`config.mk`:
```
export PLATFORM = sky130hd
export DESIGN_NAME = sprite_layer_mixer_flat
export DESIGN_NICKNAME = d
export VERILOG_FILES = /design/src/rtl/sprite_layer_mixer_pkg.sv /design/src/rtl/sprite_layer_mixer_if.sv /design/src/rtl/sprite_layer_mixer_window.sv /design/src/rtl/sprite_layer_mixer.sv /design/src/flat_wrapper.sv
export SDC_FILE = /design/constraint.sdc
export NUM_CORES = 1
export LEC_CHECK = 0
export CORE_ASPECT_RATIO = 0.8
export CORE_MARGIN = 10
export CORE_UTILIZATION = 49
export CTS_BUF_LIST = sky130_fd_sc_hd__clkbuf_8
export DETAILED_ROUTE_END_ITERATION = 8
export GPL_TIMING_DRIVEN = 0
export PLACE_DENSITY = 0.78
export RECOVER_POWER = 25
export SLEW_MARGIN = 10
export SYNTH_ARGS = -nofsm -noshare
export SYNTH_HDL_FRONTEND = slang
export SYNTH_HIERARCHICAL = 1
export SYNTH_SLANG_ARGS = --single-unit
```
`constraint.sdc`:
```
create_clock -name i_clk -period 3.04 [get_ports i_clk]
set_input_delay 0.304 -clock i_clk [delete_from_list [all_inputs] [get_ports i_clk]]
set_output_delay 0.304 -clock i_clk [all_outputs]
set_load 0.005 [all_outputs]
```
`src/rtl/sprite_layer_mixer_pkg.sv`:
```
// Shared types and constants for the sprite layer mixer.
// Game-state encoding matches the game controller.
package sprite_layer_mixer_pkg;

  typedef enum logic [1:0] {
    GAME_INITIAL = 2'b00,
    GAME_RUNNING = 2'b01,
    GAME_OVER    = 2'b10,
    GAME_SUCCESS = 2'b11
  } game_state_t;

  localparam logic [11:0] INIT_COLOR    = 12'hF00;
  localparam logic [11:0] SUCCESS_COLOR = 12'h00F;

  localparam int DEF_NUM_SPRITES = 4;
  localparam int DEF_X_W         = 10;
  localparam int DEF_Y_W         = 9;
  localparam int DEF_COLOR_W     = 12;

endpackage

```
`src/rtl/sprite_layer_mixer_if.sv`:
```
// Pixel bus between VGA timing/image ROMs (master) and the mixer (slave).
// Carries coordinates, sprite state, ROM fetch/return and composited output.
interface sprite_layer_mixer_if #(
  parameter int NUM_SPRITES = 4,
  parameter int X_W         = 10,
  parameter int Y_W         = 9,
  parameter int COLOR_W     = 12
);

  logic                           pix_en;
  logic [X_W-1:0]                 x;
  logic [Y_W-1:0]                 y;
  logic                           frame_start;
  logic [1:0]                     game_state;
  logic [NUM_SPRITES-1:0]         spr_en;
  logic [NUM_SPRITES*X_W-1:0]     spr_x;
  logic [NUM_SPRITES*Y_W-1:0]     spr_y;
  logic [NUM_SPRITES*X_W-1:0]     spr_rel_x;
  logic [NUM_SPRITES*Y_W-1:0]     spr_rel_y;
  logic [NUM_SPRITES*COLOR_W-1:0] spr_color;
  logic [COLOR_W-1:0]             bg_color;
  logic [COLOR_W-1:0]             vga_data;
  logic [NUM_SPRITES-1:0]         collide;

  modport master (
    output pix_en, x, y, frame_start, game_state,
    output spr_en, spr_x, spr_y, spr_color, bg_color,
    input  spr_rel_x, spr_rel_y, vga_data, collide
  );

  modport slave (
    input  pix_en, x, y, frame_start, game_state,
    input  spr_en, spr_x, spr_y, spr_color, bg_color,
    output spr_rel_x, spr_rel_y, vga_data, collide
  );

endinterface

```
`src/rtl/sprite_layer_mixer_window.sv`:
```
// One sprite channel: shadowed position, window hit test,
// ROM fetch coordinates and hit delay matched to ROM latency.
module sprite_window #(
  parameter int X_W     = 10,
  parameter int Y_W     = 9,
  parameter int SPR_W   = 60,
  parameter int SPR_H   = 80,
  parameter int ROM_LAT = 1
) (
  input  logic           i_clk,
  input  logic           i_rst,
  input  logic           i_pix_en,
  input  logic           i_frame_start,
  input  logic           i_en,
  input  logic [X_W-1:0] i_sx,
  input  logic [Y_W-1:0] i_sy,
  input  logic [X_W-1:0] i_x,
  input  logic [Y_W-1:0] i_y,
  output logic [X_W-1:0] o_rel_x,
  output logic [Y_W-1:0] o_rel_y,
  output logic           o_hit
);

  localparam int XS = X_W + 2;
  localparam int YS = Y_W + 2;
  localparam logic [XS-1:0] HALF_W = XS'(SPR_W / 2);
  localparam logic [YS-1:0] HALF_H = YS'(SPR_H / 2);
  localparam logic [XS-1:0] LIM_W  = XS'(SPR_W);
  localparam logic [YS-1:0] LIM_H  = YS'(SPR_H);

  logic           r_en;
  logic [X_W-1:0] r_sx;
  logic [Y_W-1:0] r_sy;
  logic [X_W-1:0] r_rel_x;
  logic [Y_W-1:0] r_rel_y;
  logic [ROM_LAT:0] r_hit;

  logic [XS-1:0] w_rx;
  logic [YS-1:0] w_ry;
  logic          w_in_x;
  logic          w_in_y;
  logic          w_hit;

  // Two guard bits: the MSB flags a negative offset, so no wrap can alias a hit.
  assign w_rx   = {2'b00, i_x} - {2'b00, r_sx} + HALF_W;
  assign w_ry   = {2'b00, i_y} - {2'b00, r_sy} + HALF_H;
  assign w_in_x = ~w_rx[XS-1] & (w_rx < LIM_W);
  assign w_in_y = ~w_ry[YS-1] & (w_ry < LIM_H);
  assign w_hit  = r_en & w_in_x & w_in_y;

  always_ff @(posedge i_clk) begin
    if (i_rst) begin
      r_en <= 1'b0;
      r_sx <= '0;
      r_sy <= '0;
    end else if (i_frame_start) begin
      r_en <= i_en;
      r_sx <= i_sx;
      r_sy <= i_sy;
    end
  end

  always_ff @(posedge i_clk) begin
    if (i_rst) begin
      r_rel_x <= '0;
      r_rel_y <= '0;
      r_hit   <= '0;
    end else if (i_pix_en) begin
      r_rel_x <= w_hit ? w_rx[X_W-1:0] : '0;
      r_rel_y <= w_hit ? w_ry[Y_W-1:0] : '0;
      r_hit   <= {r_hit[ROM_LAT-1:0], w_hit};
    end
  end

  assign o_rel_x = r_rel_x;
  assign o_rel_y = r_rel_y;
  assign o_hit   = r_hit[ROM_LAT];

endmodule

```
`src/rtl/sprite_layer_mixer.sv`:
```
// Sprite/background compositor with frame-shadowed state and priority mux.
// Optional sticky sprite-0 collision flags under `define MIXER_COLLISION_EN.
module sprite_layer_mixer
  import sprite_layer_mixer_pkg::*;
#(
  parameter int               NUM_SPRITES = DEF_NUM_SPRITES,
  parameter int               SPR_W       = 60,
  parameter int               SPR_H       = 80,
  parameter int               X_W         = DEF_X_W,
  parameter int               Y_W         = DEF_Y_W,
  parameter int               COLOR_W     = DEF_COLOR_W,
  parameter int               ROM_LAT     = 1,
  parameter logic [COLOR_W-1:0] TRANSP_KEY = '0
) (
  input logic                i_clk,
  input logic                i_rst,
  sprite_layer_mixer_if.slave bus
);

  game_state_t r_state;
  logic [ROM_LAT-1:0][COLOR_W-1:0] r_bg_dly;
  logic [COLOR_W-1:0] r_vga;

  logic [NUM_SPRITES-1:0][X_W-1:0]     w_rel_x;
  logic [NUM_SPRITES-1:0][Y_W-1:0]     w_rel_y;
  logic [NUM_SPRITES-1:0][COLOR_W-1:0] w_col;
  logic [NUM_SPRITES-1:0]              w_hit;
  logic [NUM_SPRITES-1:0]              w_opq;
  logic [COLOR_W-1:0]                  w_bg;
  logic [COLOR_W-1:0]                  w_spr;
  logic [COLOR_W-1:0]                  w_pix;

  for (genvar g = 0; g < NUM_SPRITES; g++) begin : g_win
    sprite_window #(
      .X_W     (X_W),
      .Y_W     (Y_W),
      .SPR_W   (SPR_W),
      .SPR_H   (SPR_H),
      .ROM_LAT (ROM_LAT)
    ) u_win (
      .i_clk         (i_clk),
      .i_rst         (i_rst),
      .i_pix_en      (bus.pix_en),
      .i_frame_start (bus.frame_start),
      .i_en          (bus.spr_en[g]),
      .i_sx          (bus.spr_x[g*X_W +: X_W]),
      .i_sy          (bus.spr_y[g*Y_W +: Y_W]),
      .i_x           (bus.x),
      .i_y           (bus.y),
      .o_rel_x       (w_rel_x[g]),
      .o_rel_y       (w_rel_y[g]),
      .o_hit         (w_hit[g])
    );
    assign w_opq[g] = w_hit[g] & (w_col[g] != TRANSP_KEY);
  end

  assign bus.spr_rel_x = w_rel_x;
  assign bus.spr_rel_y = w_rel_y;
  assign w_col         = bus.spr_color;
  assign w_bg          = r_bg_dly[ROM_LAT-1];

  always_ff @(posedge i_clk) begin
    if (i_rst) begin
      r_state <= GAME_INITIAL;
    end else if (bus.frame_start) begin
      r_state <= game_state_t'(bus.game_state);
    end
  end

  // Background arrives with the fetch coordinates; delay it to meet the ROMs.
  always_ff @(posedge i_clk) begin
    if (i_rst) begin
      r_bg_dly <= '0;
    end else if (bus.pix_en) begin
      r_bg_dly[0] <= bus.bg_color;
      for (int k = 1; k < ROM_LAT; k++) begin
        r_bg_dly[k] <= r_bg_dly[k-1];
      end
    end
  end

  always_comb begin
    w_spr = w_bg;
    for (int i = NUM_SPRITES - 1; i >= 0; i--) begin
      if (w_opq[i]) begin
        w_spr = w_col[i];
      end
    end
  end

  always_comb begin
    w_pix = w_bg;
    unique case (r_state)
      GAME_INITIAL: w_pix = COLOR_W'(INIT_COLOR);
      GAME_SUCCESS: w_pix = COLOR_W'(SUCCESS_COLOR);
      GAME_OVER:    w_pix = w_bg;
      GAME_RUNNING: w_pix = w_spr;
      default:      w_pix = w_bg;
    endcase
  end

  always_ff @(posedge i_clk) begin
    if (i_rst) begin
      r_vga <= '0;
    end else if (bus.pix_en) begin
      r_vga <= w_pix;
    end
  end

  assign bus.vga_data = r_vga;

`ifdef MIXER_COLLISION_EN
  logic [NUM_SPRITES-1:1] r_coll;
  logic [NUM_SPRITES-1:1] w_set;

  always_comb begin
    w_set = '0;
    for (int i = 1; i < NUM_SPRITES; i++) begin
      w_set[i] = bus.pix_en & w_opq[0] & w_opq[i];
    end
  end

  // A new collision on the frame boundary survives the clear.
  always_ff @(posedge i_clk) begin
    if (i_rst) begin
      r_coll <= '0;
    end else if (bus.frame_start) begin
      r_coll <= w_set;
    end else begin
      r_coll <= r_coll | w_set;
    end
  end

  assign bus.collide = {r_coll, |r_coll};
`else
  assign bus.collide = '0;
`endif

endmodule
```
`src/flat_wrapper.sv`:
```
// flat-port wrapper written by rule: the top's interface ports become plain ports
module sprite_layer_mixer_flat import sprite_layer_mixer_pkg::*;
#(
  parameter int               NUM_SPRITES = DEF_NUM_SPRITES,
  parameter int               SPR_W       = 60,
  parameter int               SPR_H       = 80,
  parameter int               X_W         = DEF_X_W,
  parameter int               Y_W         = DEF_Y_W,
  parameter int               COLOR_W     = DEF_COLOR_W,
  parameter int               ROM_LAT     = 1,
  parameter logic [COLOR_W-1:0] TRANSP_KEY = '0
)
  (i_clk, i_rst, bus_pix_en, bus_x, bus_y, bus_frame_start, bus_game_state, bus_spr_en, bus_spr_x, bus_spr_y, bus_spr_color, bus_bg_color, bus_spr_rel_x, bus_spr_rel_y, bus_vga_data, bus_collide);
  sprite_layer_mixer_if #(.NUM_SPRITES(NUM_SPRITES), .X_W(X_W), .Y_W(Y_W), .COLOR_W(COLOR_W)) bus_i ();
  input logic i_clk;
  input logic i_rst;
  input wire logic [$bits(bus_i.pix_en)-1:0] bus_pix_en;
  input wire logic [$bits(bus_i.x)-1:0] bus_x;
  input wire logic [$bits(bus_i.y)-1:0] bus_y;
  input wire logic [$bits(bus_i.frame_start)-1:0] bus_frame_start;
  input wire logic [$bits(bus_i.game_state)-1:0] bus_game_state;
  input wire logic [$bits(bus_i.spr_en)-1:0] bus_spr_en;
  input wire logic [$bits(bus_i.spr_x)-1:0] bus_spr_x;
  input wire logic [$bits(bus_i.spr_y)-1:0] bus_spr_y;
  input wire logic [$bits(bus_i.spr_color)-1:0] bus_spr_color;
  input wire logic [$bits(bus_i.bg_color)-1:0] bus_bg_color;
  output wire logic [$bits(bus_i.spr_rel_x)-1:0] bus_spr_rel_x;
  output wire logic [$bits(bus_i.spr_rel_y)-1:0] bus_spr_rel_y;
  output wire logic [$bits(bus_i.vga_data)-1:0] bus_vga_data;
  output wire logic [$bits(bus_i.collide)-1:0] bus_collide;
  assign bus_i.pix_en = bus_pix_en;
  assign bus_i.x = bus_x;
  assign bus_i.y = bus_y;
  assign bus_i.frame_start = bus_frame_start;
  assign bus_i.game_state = bus_game_state;
  assign bus_i.spr_en = bus_spr_en;
  assign bus_i.spr_x = bus_spr_x;
  assign bus_i.spr_y = bus_spr_y;
  assign bus_i.spr_color = bus_spr_color;
  assign bus_i.bg_color = bus_bg_color;
  assign bus_spr_rel_x = bus_i.spr_rel_x;
  assign bus_spr_rel_y = bus_i.spr_rel_y;
  assign bus_vga_data = bus_i.vga_data;
  assign bus_collide = bus_i.collide;
  sprite_layer_mixer #(.NUM_SPRITES(NUM_SPRITES), .SPR_W(SPR_W), .SPR_H(SPR_H), .X_W(X_W), .Y_W(Y_W), .COLOR_W(COLOR_W), .ROM_LAT(ROM_LAT), .TRANSP_KEY(TRANSP_KEY)) u_core (.i_clk(i_clk), .i_rst(i_rst), .bus(bus_i));
endmodule
```
==> summary.log <==
INFO  outcome        outcome=finished, violations left
INFO  outcome        violated_checks=negative setup slack
INFO  final_layout   design_area=17,300um2
INFO  placed_design  placed_area=15,800um2
INFO  yosys          synth_seq_cells=190
INFO  final_layout   final_cell_mix=clkdlybuf4s50_1 (216), dfxtp_1 (183), nor2_1 (160), nand2_1 (110), inv_1 (110)
INFO  yosys          synth_sequential_area_ratio=29.8%
INFO  clock_tree     ctsLongestPathBuffers=2
INFO  final_layout   area_of_the_multi_input_gates=9000um2
INFO  clock_tree     cts_htree_levels=4
INFO  final_layout   utilization=68.0%
INFO  hold_path      hold_end=u_core/g_win[2].u_win/r_hit[1]
INFO  setup_path     worst-r2r-setup-slack=-0.23ns
INFO  die            initial_utilization=50.1%
INFO  placed_design  place.detailed.hpwl=32.2mm
INFO  flow_run       drv.max_cap_violation_count=0
INFO  global_routing grt_max_degree=22
INFO  die            die_area=33,000um2
INFO  yosys          synth.cell_area=12,800um2
INFO  yosys          postSynth.asyncResetShare=0%
INFO  timing         grt_setup_unrepaired=yes
INFO  timing         finalCritPeriodShare=109%
INFO  yosys          synthCells=1,465
INFO  timing         worst_case_clock_skew=0.0242ns
INFO  yosys          synth.top_cell.area_share=29.8%
INFO  die            die_w=201um
INFO  yosys          post_synth_num_cell_types=86
INFO  timing         timing.final.ws_setup=-0.287ns
INFO  detailed_routing num_vias=12,100
INFO  yosys          synth_edf_count=0
INFO  clock_tree     clock-sinks=190
INFO  detailed_routing post_drt_wl_per_cell=19.4um
INFO  yosys          netlist_top_cells_area=dfxtp_1 (30%), ha_1 (8.2%), mux2i_1 (8.2%), nor2_1 (4.7%), o31ai_2 (3.9%)
INFO  setup_path     worst_r2r_startpoint=u_core/g_win[0].u_win/r_sx[0]
INFO  timing         timing.final.hold_violations=0
INFO  setup_path     cp.arrival=3.75ns
INFO  final_layout   final_layout_size_suffix_gt1_share=17.4%
INFO  placed_design  place_congestion=0.910
INFO  clock_tree     hold_buffers=0
INFO  timing         final_max_slew_viol_count=0
INFO  hold_path      holdCritPathClass=primary input to flop
INFO  detailed_routing initialDrtViolationCount=793
INFO  yosys          synth_flop_cell=dfxtp_1
INFO  yosys          synth_largest_area_cell=dfxtp_1
INFO  final_layout   layout.cells.most_common=clkdlybuf4s50_1
INFO  timing         finalSetupViolCount=28
INFO  power_and_ir_drop static-leakage-power=0.00695uW
INFO  detailed_routing drt_wl_total=41.6mm
INFO  setup_path     timing.critical_path.fanout_max=10
INFO  detailed_routing avgViaCountPerCell=5.63
INFO  power_and_ir_drop max-vdd-ir-drop=0.000261V
INFO  detailed_routing drcViolationCount=0
INFO  global_routing grt_pass1_vias=11,200
INFO  clock_tree     cts_root_buf=clkbuf_8
INFO  timing         slew_headroom=19.7%
INFO  global_routing total_congestion_overflow=0
INFO  yosys          synth_warnings=6
INFO  detailed_routing drtPass1Iterations=5
INFO  final_layout   sequential_cell_area=3810um2
INFO  die            io-pin-count=257
INFO  yosys          synth.avg_cell_area=8.73um2
INFO  clock_tree     cts-buffers-inserted=17
INFO  detailed_routing detail-route-antenna-nets=0
INFO  clock_tree     tritoncts=built
INFO  timing         maxClockFrequency=301MHz
INFO  hold_path      worst_hold_depth=2
INFO  final_layout   fillerInstances=2,116
INFO  setup_path     criticalPathCategory=primary input to flop
INFO  setup_path     worstPathRequired=3.46ns
INFO  timing         setup_tns=-4.41ns
INFO  clock_tree     worst_skew_pair.late_latency=0.51ns
INFO  setup_path     capture_instance_of_the_worst_register_to_register_path=u_core/g_win[0].u_win/o_rel_x[5]
INFO  die            fp.coreArea=25,500um2
INFO  global_routing grt_first_pass_wirelength=62.1mm
INFO  global_routing antenna_found_initial=4
INFO  hold_path      beginning_of_the_worst_hold_path=i_rst
INFO  placed_design  placement.io_buffers=252
INFO  die            floorplan.die.height=164um
INFO  power_and_ir_drop power_per_cell_area=410nW/um2
INFO  timing         final_critical_delay_including_setup_and_external_delays=3.33ns
INFO  global_routing grt_util_all_layers=23.4%
INFO  timing         worstMarginPinSlew=1.21ns
INFO  die            placement_rows=52
INFO  final_layout   final_nets=2,036
INFO  setup_path     critPathLaunchType=primary input
INFO  final_layout   area.growth.synth_to_final=35.6%
INFO  setup_path     ff2ff_path_depth=13
INFO  clock_tree     clk_transition_reported_paths=0.12ns
INFO  setup_path     timing.critical_path.to_type=flop
## synth_stat cells (all sizes together), types with 12 or more instances
cell type	instances
and3	12
nand3	14
a21oi	62
a221oi	12
dfxtp	190
and2	31
nor2	161
xnor2	36
or4	13
ha	84
o31ai	64
o21ai	52
mux2i	105
clkbuf	36
nor2b	29
a211oi	21
buf	22
nor3	26
o211ai	12
a31oi	16
nand2	115
inv	120
a21o	16
xor2	32
nand2b	12
## power by group
part | switching (uW) | total, uW | internal, uW
sequential | 55.4 | 2630 | 2570
clock | 1050 | 1670 | 620
combinational | 1570 | 2810 | 1240
total | 2670 | 7100 | 4430
## sequential cells by signal, indices dropped and copies added, names as in the netlist
signal and count:
u_core/g_win.u_win/r_en 4, u_core/g_win.u_win/o_rel_y 36, u_core/r_state 2, u_core/bus.vga_data 12, u_core/g_win.u_win/o_rel_x 40, u_core/r_bg_dly 12
u_core/g_win.u_win/r_hit 8, u_core/g_win.u_win/r_sy 36, u_core/g_win.u_win/r_sx 40
## through the flow
stage	instances	power, uW	hold WS, ns	setup WS, ns
6_report	2145	7100	0.322	-0.287
5_1_grt	2143	7490	0.304	-0.326
4_1_cts	2118	6750	0.306	-0.266
3_5_place_dp	2071	4990	0.441	-1.10
3_3_place_gp	2071	4930	0.437	-1.03
2_1_floorplan	1468	4310	0.376	-0.00165
## cell families after synthesis
logic type	Yosys count	share of synthesized area, %
and+or+nand+nor	467	18.4
AOI/OAI and AO/OA	362	23.3
DFF	190	29.8
buffers and inverters	179	6.01
muxes	106	8.31
adders and majority gates	92	9.48
xor gates and xnor gates	68	4.72
other	1	0.0293
## worst max-delay path, stage by stage
cell	delay (ns)
clkdlybuf4s50_1	0.60
ha_1	0.46
a211o_1	0.36
a211o_1	0.30
a221oi_4	0.32
o2111a_2	0.28
and4_4	0.23
and3_4	0.17
o21ai_2	0.05
a32o_2	0.28
buf_12	0.17
o31ai_2	0.22
## area by class of cell
cell class / instances / share of cell area [%]
multi-input cells: 1099 / 51.9
well taps: 351 / 2.53
clock buffers: 18 / 1.43
inverters: 120 / 2.70
repair buffers: 293 / 16.5
plain buffers: 58 / 2.07
diodes: 2 / 0.0289
flip-flops and latches: 190 / 22.0
clock inverters: 14 / 0.743
## layer usage
| layer | vias to the layer above | part of all wire, % | global-route usage (%) |
|---|---|---|---|
| met3 | 55 | 7.0 | 4.95 |
| met4 | 4 | 1.7 | 7.39 |
| met5 | - | 0.065 | 0 |
| met2 | 448 | 47 | 38.9 |
| met1 | 5661 | 44 | 30.1 |
| li1 | 5904 | - | - |
## worst max-delay path by stage
stage                             startpoint                               end  slack (ns)  cells after the start
2_1_floorplan                       bus_y[0]  u_core/g_win[0].u_win/o_rel_y[5]      -0.002                     15
3_3_place_gp                        bus_x[0]  u_core/g_win[0].u_win/o_rel_y[5]       -1.03                     15
3_5_place_dp                        bus_x[0]  u_core/g_win[0].u_win/o_rel_y[5]       -1.10                     15
4_1_cts        u_core/g_win[0].u_win/r_sx[0]  u_core/g_win[0].u_win/o_rel_y[5]       -0.27                     13
5_1_grt        u_core/g_win[0].u_win/r_sx[0]  u_core/g_win[0].u_win/o_rel_x[0]       -0.33                     13
6_report                            bus_x[2]  u_core/g_win[0].u_win/o_rel_x[5]       -0.29                     12
## timing repair
| item | CTS | global route |
|---|---|---|
| endpoints found under the setup margin | 56 | 59 |
| resized for setup | 25 | 138 |
| setup buffers | 15 | 24 |
| pin swaps | 15 | 45 |
| gates cloned | 0 | 2 |
Power figures use the tool's default switching activity.
